[config.mk]
export PLATFORM = sky130hd
export DESIGN_NAME = mc_ctrl
export DESIGN_NICKNAME = d
export VERILOG_FILES = /design/src/rtl/mc_pkg.sv /design/src/rtl/mc_decode.sv /design/src/rtl/mc_ctrl.sv
export SDC_FILE = /design/constraint.sdc
export NUM_CORES = 1
export LEC_CHECK = 0
export ABC_AREA = 1
export ABC_CLOCK_PERIOD_IN_PS = 1800
export CAP_MARGIN = 20
export CELL_PAD_IN_SITES_DETAIL_PLACEMENT = 1
export CELL_PAD_IN_SITES_GLOBAL_PLACEMENT = 2
export CORE_MARGIN = 2
export CORE_UTILIZATION = 26
export CTS_BUF_LIST = sky130_fd_sc_hd__clkbuf_16
export CTS_CLUSTER_SIZE = 28
export DETAILED_ROUTE_END_ITERATION = 7
export PLACE_DENSITY = 0.91
export SLEW_MARGIN = 20
export SYNTH_ARGS = -nofsm -noshare
export SYNTH_HDL_FRONTEND = slang
export SYNTH_SLANG_ARGS = --single-unit
[constraint.sdc]
create_clock -name clk -period 1.8 [get_ports clk]
set_input_delay 0.18 -clock clk [delete_from_list [all_inputs] [get_ports clk]]
set_output_delay 0.18 -clock clk [all_outputs]
set_load 0.03 [all_outputs]
[src/rtl/mc_pkg.sv]
// Shared encodings for the multi-cycle control sequencer: states, instruction
// classes, opcode/funct values and the datapath select codes.
package mc_pkg;

    typedef enum logic [3:0] {
        ST_FETCH  = 4'd0,
        ST_DECODE = 4'd1,
        ST_EXE    = 4'd2,
        ST_MEM_RD = 4'd3,
        ST_MEM_WR = 4'd4,
        ST_WB     = 4'd5,
        ST_BRANCH = 4'd6,
        ST_JUMP   = 4'd7,
        ST_HALT   = 4'd8
    } state_e;

    // R_ADDU sits at code 0 so that a cleared class register is all zeros.
    typedef enum logic [3:0] {
        R_ADDU = 4'd0,
        R_SUBU = 4'd1,
        ORI    = 4'd2,
        LUI    = 4'd3,
        LW     = 4'd4,
        SW     = 4'd5,
        BEQ    = 4'd6,
        J      = 4'd7,
        JAL    = 4'd8,
        ILL    = 4'd9
    } class_e;

    localparam logic [5:0] OP_RTYPE = 6'b000000;
    localparam logic [5:0] OP_ORI   = 6'b001101;
    localparam logic [5:0] OP_LUI   = 6'b001111;
    localparam logic [5:0] OP_LW    = 6'b100011;
    localparam logic [5:0] OP_SW    = 6'b101011;
    localparam logic [5:0] OP_BEQ   = 6'b000100;
    localparam logic [5:0] OP_J     = 6'b000010;
    localparam logic [5:0] OP_JAL   = 6'b000011;

    localparam logic [5:0] FN_ADDU  = 6'b100001;
    localparam logic [5:0] FN_SUBU  = 6'b100011;

    localparam logic [1:0] ALU_ADD  = 2'd0;
    localparam logic [1:0] ALU_SUB  = 2'd1;
    localparam logic [1:0] ALU_OR   = 2'd2;
    localparam logic [1:0] ALU_LUI  = 2'd3;

    localparam logic [1:0] EXT_ZERO  = 2'd0;
    localparam logic [1:0] EXT_SIGN  = 2'd1;
    localparam logic [1:0] EXT_UPPER = 2'd2;

    localparam logic [1:0] DST_RT   = 2'd0;
    localparam logic [1:0] DST_RD   = 2'd1;
    localparam logic [1:0] DST_RA   = 2'd2;

    localparam logic [1:0] WD_ALU   = 2'd0;
    localparam logic [1:0] WD_MDR   = 2'd1;
    localparam logic [1:0] WD_PC    = 2'd2;

endpackage

[src/rtl/mc_decode.sv]
// Combinational instruction classifier: maps opcode/funct to one of the
// supported instruction classes, anything unrecognised becomes ILL.
module mc_decode
    import mc_pkg::*;
(
    input  logic [5:0] op,
    input  logic [5:0] funct,
    output class_e     cls
);

    // Classify the instruction; R-type only counts when funct is addu/subu.
    always_comb begin
        cls = ILL;
        case (op)
            OP_RTYPE: begin
                if (funct == FN_ADDU) begin
                    cls = R_ADDU;
                end else if (funct == FN_SUBU) begin
                    cls = R_SUBU;
                end
            end
            OP_ORI: cls = ORI;
            OP_LUI: cls = LUI;
            OP_LW:  cls = LW;
            OP_SW:  cls = SW;
            OP_BEQ: cls = BEQ;
            OP_J:   cls = J;
            OP_JAL: cls = JAL;
            default: cls = ILL;
        endcase
    end

endmodule

[src/rtl/mc_ctrl.sv]
// Multi-cycle control sequencer: steps each instruction through
// FETCH/DECODE/EXE/MEM/WB and drives Moore-style datapath strobes.
// The instruction class is captured when leaving DECODE so later states are
// immune to IR changes. Only the BRANCH pc_wr depends combinationally on zero.
module mc_ctrl
    import mc_pkg::*;
#(
    parameter logic [3:0] RESET_STATE = 4'd0
)
(
    input  logic        clk,
    input  logic        reset,
    input  logic [5:0]  op,
    input  logic [5:0]  funct,
    input  logic        zero,
    output logic        ir_wr,
    output logic        pc_wr,
    output logic        npc_sel,
    output logic        j_ctl,
    output logic        reg_wr,
    output logic [1:0]  reg_dst,
    output logic [1:0]  wd_sel,
    output logic        alu_src,
    output logic [1:0]  alu_op,
    output logic [1:0]  ext_op,
    output logic        mem_wr,
    output logic        halted,
    output logic [3:0]  state,
    output logic [31:0] instret
);

    state_e      state_q, state_d;
    class_e      class_q;
    class_e      dec_class;
    logic [31:0] instret_q, instret_d;

    mc_decode u_decode (
        .op    (op),
        .funct (funct),
        .cls   (dec_class)
    );

    // State, class and retire-count registers with synchronous reset.
    always_ff @(posedge clk) begin
        if (reset) begin
            state_q   <= state_e'(RESET_STATE);
            class_q   <= R_ADDU;
            instret_q <= 32'd0;
        end else begin
            state_q   <= state_d;
            instret_q <= instret_d;
            if (state_q == ST_DECODE) begin
                class_q <= dec_class;
            end
        end
    end

    // Next-state and retire counting; the final state of every legal
    // instruction bumps the counter as it returns to FETCH.
    always_comb begin
        state_d   = ST_FETCH;
        instret_d = instret_q;
        case (state_q)
            ST_FETCH:  state_d = ST_DECODE;
            ST_DECODE: begin
                case (dec_class)
                    R_ADDU, R_SUBU, ORI, LUI, LW, SW: state_d = ST_EXE;
                    BEQ:                              state_d = ST_BRANCH;
                    J, JAL:                           state_d = ST_JUMP;
                    default:                          state_d = ST_HALT;
                endcase
            end
            ST_EXE: begin
                if (class_q == LW) begin
                    state_d = ST_MEM_RD;
                end else if (class_q == SW) begin
                    state_d = ST_MEM_WR;
                end else begin
                    state_d = ST_WB;
                end
            end
            ST_MEM_RD: state_d = ST_WB;
            ST_MEM_WR, ST_WB, ST_BRANCH, ST_JUMP: begin
                state_d   = ST_FETCH;
                instret_d = instret_q + 32'd1;
            end
            ST_HALT:   state_d = ST_HALT;
            default:   state_d = ST_FETCH;
        endcase
    end

    // Moore output decode from the current state and registered class;
    // everything is forced low while reset is held.
    always_comb begin
        ir_wr   = 1'b0;
        pc_wr   = 1'b0;
        npc_sel = 1'b0;
        j_ctl   = 1'b0;
        reg_wr  = 1'b0;
        reg_dst = DST_RT;
        wd_sel  = WD_ALU;
        alu_src = 1'b0;
        alu_op  = ALU_ADD;
        ext_op  = EXT_ZERO;
        mem_wr  = 1'b0;
        halted  = 1'b0;
        if (!reset) begin
            case (state_q)
                ST_FETCH: begin
                    ir_wr = 1'b1;
                    pc_wr = 1'b1;
                end
                ST_EXE: begin
                    case (class_q)
                        R_SUBU: alu_op = ALU_SUB;
                        ORI: begin
                            alu_src = 1'b1;
                            alu_op  = ALU_OR;
                            ext_op  = EXT_ZERO;
                        end
                        LUI: begin
                            alu_src = 1'b1;
                            alu_op  = ALU_LUI;
                            ext_op  = EXT_UPPER;
                        end
                        LW, SW: begin
                            alu_src = 1'b1;
                            alu_op  = ALU_ADD;
                            ext_op  = EXT_SIGN;
                        end
                        default: alu_op = ALU_ADD;
                    endcase
                end
                ST_MEM_WR: mem_wr = 1'b1;
                ST_WB: begin
                    reg_wr  = 1'b1;
                    reg_dst = (class_q == R_ADDU || class_q == R_SUBU) ? DST_RD : DST_RT;
                    wd_sel  = (class_q == LW) ? WD_MDR : WD_ALU;
                end
                ST_BRANCH: begin
                    alu_op  = ALU_SUB;
                    npc_sel = 1'b1;
                    ext_op  = EXT_SIGN;
                    pc_wr   = zero;
                end
                ST_JUMP: begin
                    j_ctl = 1'b1;
                    pc_wr = 1'b1;
                    if (class_q == JAL) begin
                        reg_wr  = 1'b1;
                        reg_dst = DST_RA;
                        wd_sel  = WD_PC;
                    end
                end
                ST_HALT:  halted = 1'b1;
                default: ;
            endcase
        end
    end

    assign state   = reset ? 4'd0 : state_q;
    assign instret = reset ? 32'd0 : instret_q;

endmodule

==> impl_results.md, run 1 <==
- Setup TNS: 0 ns
- Starting Density: 0.264
- Status: complete, no violations
- Hold Vio Cnt, Final: 0
- CTS tree: yes
- Num CTS Buffers: 5
- Multiplexer share of the synthesized area: 0
- Mapped Cells: 469
- Maximum fanout along the worst path: 6
- WL per Instance: 13.3 µm
- Synth warn: 0
- Most common cell after layout, fill and taps aside: nor2_1
- Synth Area in Compound Gates: 0.102
- Global-route wire length before repair: 15.2 mm
- Vias: 3,188
- Post-layout minimum cycle time: 1.75 ns
- Util after Layout: 0.366
- Antenna violations before repair: 0
- Most frequent cells in the layout: 91 x nor2_1, 89 x nand2_1, 76 x inv_1, 38 x clkdlybuf4s50_1, 37 x dfxtp_1
- Worst Hold Class: input pin to flip-flop
- Area of the core: 10,700 µm²
- Post-Synth Adder-Cell Area: 0.00443
- Fmax: 571 MHz
- Hold WS: 0.390 ns
- Clock-pin slew on the worst setup and hold paths: 0.06 ns
- Arrival time worst endpoint: 1.57 ns
- Pwr dens: 595 nW/µm²
- Share of layout cells above drive strength 1: 0.159
- Part of the power in the clock network: 0.381
- VDD IR max: 0.296 mV
- Kind of critical path: flip-flop to output pin
- Chip width: 108 µm
- HPWL reported at the end of detailed placement: 7.24 mm
- Tcrit/Tclk final: 0.974
- Number of fill cells: 1,422
- Final wirelength: 9.12 mm
- P_int: 1.60 mW
- CTS H-tree depth: 2
- Main combinational cell family by area after synthesis: simple AND/OR/NAND/NOR gates
- CTS Hold Bufs: 0
- Slew @ Worst Pin: 0.488 ns
- Sw frac: 0.314
- Leak pwr: 1.72 nW
- WP data required: 1.62 ns
- Psw: 733 µW
- Worst Setup Start Kind: flip-flop
- Slew margin rel.: 0.675
- Worst Clk Skew: 0.00989 ns
- Slew Viols, Final: 0
- Congestion Overflow GR: 0
- Drt initial violations: 121
- PortBufs: 66
- Reg power frac: 0.412
- Synth Area in Simple Gates: 0.453
- Area of the mapped netlist: 2820 µm²
- Synth Area in XOR/XNOR: 0.0310
- Max-cap violations: 0
- Remaining antenna violation count after routing: 0
- Layout area overhead: 38.9%
- Syn_area_per_cell: 6.02 µm²
- Seq/Total Area, Yosys: 0.284
- Synth unique cells: 36
- Syn_nets: 485
- Total clock sinks: 40
- Final setup fails: 0
- Clock Root Buffer: clkbuf_16
- Total Routing Usage GR: 0.161
- RSZ-0062 raised after global routing: true
- Ports: 67
- Synthesized flop and latch total: 40
- DR DRC count: 0
- TritonRoute pass-1 iters: 4
- Die Area: 11,700 µm²
- Vias in the first global route: 3,279
- Critical Path Sink Type: output pin
- Largest net degree at the start of global routing: 34
- Antenna cells: 0
- Number of core rows: 38
- Vias/cell: 4.63
- Die Y: 108 µm
- Worst-Skew Late Latency: 0.29 ns
- Logic gate share of total power: 0.207
- GPL Wtd Cong: 0.867
- Longest Clk Path Bufs: 2
- Total Nets Final: 563
==> metrics by stage <==
step / worst slack, ns / cells / instance area, µm² / power [mW]
after floorplan: -0.145 / 469 / 2840 / 1.26
after global placement: 0.0654 / 678 / 3720 / 1.45
after detailed placement: -0.0298 / 678 / 3720 / 1.46
after CTS: 0.00842 / 686 / 3860 / 2.35
after global routing: -0.106 / 688 / 3920 / 2.44
final: 0.0476 / 688 / 3920 / 2.33
==> power by group through the flow <==
stage | Sequential (mW) | Combinational, mW | Clock, mW
floorplan | 0.976 | 0.285 | 0
global placement | 0.975 | 0.473 | 0
detailed placement | 0.978 | 0.483 | 0
CTS | 0.961 | 0.482 | 0.910
global route | 0.965 | 0.541 | 0.938
finish | 0.960 | 0.484 | 0.888
==> layer usage <==
layer / global-route usage / vias up / share of wire
met5: 0 / - / 0
li1: - / 1631 / -
met2: 0.289 / 60 / 0.48
met4: 0.0412 / 0 / 0.016
met1: 0.196 / 1483 / 0.46
met3: 0.0319 / 14 / 0.045
==> critical path, cell delays in order, from the launching register on <==
cell and delay (ns):
dfxtp_1 0.32, inv_1 0.08, nand2_2 0.14, nor2_2 0.19
inv_1 0.11, nor2_2 0.11, inv_1 0.07, o21ai_0 0.08
buf_4 0.19
==> final cells by class <==
type                            count  area (µm²)  share of cell area
Timing Repair Buffer               81         762               0.194
Clock inverter                      3        15.0             0.00383
Inverter                           83         312              0.0795
Sequential cell                    40         807               0.206
Tap cell                          140         175              0.0447
Multi-Input combinational cell    336        1720               0.440
Clock buffer                        5         125              0.0319
==> cells by family (layout without fill, tap and decap cells) <==
kind of cell / Yosys count / in the layout
AND/OR/NAND/NOR: 274 / 274
buffers and inverters: 93 / 172
AO/OA/AOI/OAI: 51 / 51
flip-flops: 40 / 40
XOR/XNOR: 10 / 10
adder cells (fa/ha/maj): 1 / 1
==> repair_timing <==
action                                 in CTS  in global routing
setup endpoints to repair                  12                 21
gates resized for setup                    13                 28
buffers inserted                            0                  2
endpoints found under the hold margin       0                  0
pin swaps                                   0                  4
==> cell usage after synthesis <==
| master | instances | share of area |
|---|---|---|
| o21ai_0 | 15 | 0.027 |
| a31oi_1 | 2 | 0.0044 |
| clkbuf_1 | 4 | 0.0053 |
| nor3_4 | 3 | 0.017 |
| xor2_1 | 10 | 0.031 |
| nand4_1 | 8 | 0.018 |
| inv_2 | 6 | 0.0080 |
| o21a_1 | 3 | 0.0080 |
| nand3_1 | 26 | 0.046 |
| clkinv_1 | 2 | 0.0027 |
| a21oi_2 | 1 | 0.0031 |
| o211ai_1 | 1 | 0.0027 |
| nor2_1 | 98 | 0.13 |
| a221oi_1 | 1 | 0.0031 |
| a21oi_1 | 23 | 0.041 |
| nor2_4 | 1 | 0.0040 |
| buf_2 | 1 | 0.0018 |
| nor3_1 | 22 | 0.039 |
| o41ai_1 | 1 | 0.0031 |
| and3_1 | 1 | 0.0022 |
| nor2_2 | 8 | 0.018 |
| buf_4 | 1 | 0.0027 |
| nor3_2 | 5 | 0.018 |
| o21ai_1 | 1 | 0.0018 |
| dfxtp_1 | 40 | 0.28 |
| nand2_1 | 89 | 0.12 |
| inv_1 | 75 | 0.10 |
| nor3b_2 | 2 | 0.0089 |
| nand2_2 | 6 | 0.013 |
| ha_1 | 1 | 0.0044 |
| nor3b_1 | 1 | 0.0027 |
| buf_1 | 4 | 0.0053 |
| nand4_2 | 4 | 0.018 |
| o2111ai_1 | 1 | 0.0031 |
| o22a_1 | 1 | 0.0031 |
| o22ai_1 | 1 | 0.0022 |
==> final timing paths <==
| kind | startpoint | to | slack (ns) | cells past startpoint |
|---|---|---|---|---|
| hold / removal | reset | instret_q[3]$_SDFFE_PP0P_ | 0.39 | 3 |
| setup reg to reg | instret_q[0]$_SDFFE_PP0P_ | instret_q[20]$_SDFFE_PP0P_ | 0.12 | 9 |
| hold reg to reg | instret_q[31]$_SDFFE_PP0P_ | instret_q[31]$_SDFFE_PP0P_ | 0.47 | 2 |
| setup / recovery | state_q[3]$_SDFF_PP0_ | ext_op[0] | 0.05 | 8 |
==> sequential cells by signal, indices dropped and copies added, names as in the netlist <==
register	cells
instret_q	32
class_q	4
state_q	4
Power figures use the tool's default switching activity.
==> inputs of run 2 (changes only) <==
ABC_CLOCK_PERIOD_IN_PS = 2000   (was 1800)
CORE_MARGIN = not set   (was 2)
HOLD_SLACK_MARGIN = 0.03   (was not set)
clock period = 2 ns   (was 1.8 ns; I/O delays follow)
==> impl_results.md, run 2 (synthesis gave the netlist of run 1 again) <==
- Worst Hold Class: input pin to flip-flop (unchanged)
- Number of core rows: 37 (was 38)
- Critical Path Sink Type: output pin (unchanged)
- Most flops, register: instret_q (unchanged)
- Slew @ Worst Pin: 0.414 ns (was 0.488 ns)
- GPL Wtd Cong: 0.834 (was 0.867)
- Tcrit/Tclk final: 0.970
- Worst-Skew Late Latency: 0.28 ns (was 0.29 ns)
- Leak pwr: 1.52 nW (was 1.72 nW)
- Status: complete, no violations (unchanged)
- Num CTS Buffers: 5 (unchanged)
- Chip width: 106 µm (was 108 µm)
- Vias in the first global route: 3,261 (was 3,279)
- Placed instance area: 3650 µm² (was 3720 µm²)
- WL per Instance: 12.9 µm (was 13.3 µm)
- Antenna cells: 0 (unchanged)
- Arrival time worst endpoint: 1.74 ns (was 1.57 ns)
- Tot Pwr: 2.16 mW (was 2.33 mW)
- Congestion Overflow GR: 0 (unchanged)
- Area of the core: 10,400 µm² (was 10,700 µm²)
- FF-to-FF Start: instret_q[1]$_SDFFE_PP0P_ (was instret_q[0]$_SDFFE_PP0P_)
- P_int: 1.55 mW (was 1.60 mW)
- Slew Viols, Final: 0 (unchanged)
- Post-layout minimum cycle time: 1.94 ns
- Worst r2r dst: instret_q[14]$_SDFFE_PP0P_ (was instret_q[20]$_SDFFE_PP0P_)
- Crit path launch: state_q[3]$_SDFF_PP0_ (unchanged)
- Clock-pin slew on the worst setup and hold paths: 0.06 ns (about the same)
- Final wirelength: 8.71 mm (was 9.12 mm)
- Psw: 618 µW (was 733 µW)
- DR DRC count: 0 (unchanged)
- Fin area: 3800 µm² (was 3920 µm²)
- Total Nets Final: 552 (was 563)
- WP data required: 1.80 ns (was 1.62 ns)
- Ports: 67 (unchanged)
- Most frequent cells in the layout: 96 x nor2_1, 89 x nand2_1, 75 x inv_1, 50 x clkdlybuf4s50_1, 39 x dfxtp_1 (was 91 x nor2_1, 89 x nand2_1, 76 x inv_1, 38 x clkdlybuf4s50_1, 37 x dfxtp_1)
- Pwr dens: 570 nW/µm² (was 595 nW/µm²)
- CTS tree: yes (unchanged)
- CTS Hold Bufs: 0 (unchanged)
- R2R setup slack: 0.17 ns (was 0.12 ns)
- Layout area overhead: 34.6% (was 38.9%)
- CTS H-tree depth: 2 (unchanged)
- Slew margin rel.: 0.722 (was 0.675)
- Die Y: 106 µm (was 108 µm)
- Longest Clk Path Bufs: 2 (unchanged)
- Clock Root Buffer: clkbuf_16 (unchanged)
- Final setup fails: 0 (unchanged)
- Logic gate share of total power: 0.181 (was 0.207)
- VDD IR max: 0.347 mV (was 0.296 mV)
- PortBufs: 66 (unchanged)
- Share of layout cells above drive strength 1: 0.112 (was 0.159)
- Worst Setup Start Kind: flip-flop (unchanged)
- Worst R2R Path Depth: 9 (unchanged)
- Total Routing Usage GR: 0.164 (was 0.161)
- Total clock sinks: 40 (unchanged)
- TritonRoute pass-1 iters: 4 (unchanged)
- Hold Vio Cnt, Final: 0 (unchanged)
- Reg power frac: 0.405 (was 0.412)
- Max-cap violations: 0 (unchanged)
- Antenna violations before repair: 0 (unchanged)
- Number of fill cells: 1,385 (was 1,422)
- Remaining antenna violation count after routing: 0 (unchanged)
- Die Area: 11,300 µm² (was 11,700 µm²)
- Largest net degree at the start of global routing: 37 (was 34)
- Global-route wire length before repair: 15.0 mm (was 15.2 mm)
- Part of the power in the clock network: 0.415 (was 0.381)
- Largest regs: instret_q: 32 flops, class_q: 4 flops, state_q: 4 flops (unchanged)
- Drt initial violations: 54 (was 121)
- Fmax: 515 MHz
- Starting Density: 0.271 (was 0.264)
- Crit path capture: halted (was ext_op[0])
- Sw frac: 0.286 (was 0.314)
- HPWL reported at the end of detailed placement: 7.04 mm (was 7.24 mm)
- Worst Clk Skew: 0.00684 ns (was 0.00989 ns)
- Most common cell after layout, fill and taps aside: nor2_1 (unchanged)
- Setup Fix Bufs, Post-CTS: 0 (unchanged)
- Vias: 3,107 (was 3,188)
- Maximum fanout along the worst path: 2 (was 6)
- Max reg flops: 32 (unchanged)
- Kind of critical path: flip-flop to output pin (unchanged)
- Vias/cell: 4.62 (was 4.63)
## run 2: how the worst min path moves through the flow
| stage | slack [ns] | startpoint | endpoint | cells after the start |
|---|---|---|---|---|
| finish | 0.44 | reset | state_q[3]$_SDFF_PP0_ | 4 |
| global route | 0.46 | reset | instret_q[14]$_SDFFE_PP0P_ | 3 |
| CTS | 0.44 | reset | state_q[3]$_SDFF_PP0_ | 4 |
| detailed placement | 0.48 | instret_q[31]$_SDFFE_PP0P_ | instret_q[31]$_SDFFE_PP0P_ | 2 |
| global placement | 0.45 | instret_q[31]$_SDFFE_PP0P_ | instret_q[31]$_SDFFE_PP0P_ | 2 |
| floorplan | 0.38 | reset | class_q[2]$_SDFFE_PP0P_ | 3 |
## run 2: cell type report
class / count / area, µm² / area share
multi-input cells: 336 / 1690 / 0.444
flip-flops and latches: 40 / 802 / 0.211
well taps: 136 / 170 / 0.0448
inverters: 83 / 312 / 0.0820
clock buffers: 5 / 125 / 0.0329
repair buffers: 70 / 666 / 0.175
clock inverters: 3 / 37.5 / 0.00988
## run 2: stage by stage
step	cells	util	setup WS (ns)	hold slack, ns	TNS, ns
final	673	0.365	0.0601	0.437	0
after global routing	673	0.365	-0.00738	0.458	-0.00738
after CTS	673	0.365	0.0185	0.437	0
after detailed placement	665	0.351	-0.0616	0.477	-0.0616
after global placement	665	0.351	0.0741	0.455	0
after floorplan	469	-	0.0347	0.377	0
## run 2: timing repair
item / in CTS / in global routing
resized for setup: 16 / 13
endpoints found under the setup margin: 11 / 9
hold endpoints to repair: 0 / 0
## run 2: worst max-delay path: stages (launching register included)
cell	delay (ns)
dfxtp_1	0.34
inv_1	0.07
nor2_1	0.16
nand3_1	0.12
inv_1	0.10
clkdlybuf4s50_1	0.67
## run 2: power groups by stage
stage,clock (mW),sequential (mW),combinational (mW)
final,0.897,0.876,0.391
after CTS,0.917,0.874,0.393
after floorplan,0,0.878,0.256
after global routing,0.963,0.883,0.439
after global placement,0,0.889,0.390
after detailed placement,0,0.891,0.395
## run 2: routing by layer
| metal | up-vias | global-route usage | share of wire |
|---|---|---|---|
| met4 | 0 | 0.0208 | 0.0026 |
| met3 | 2 | 0.0349 | 0.042 |
| met5 | - | 0 | 0 |
| li1 | 1610 | - | - |
| met1 | 1448 | 0.199 | 0.45 |
| met2 | 47 | 0.301 | 0.50 |
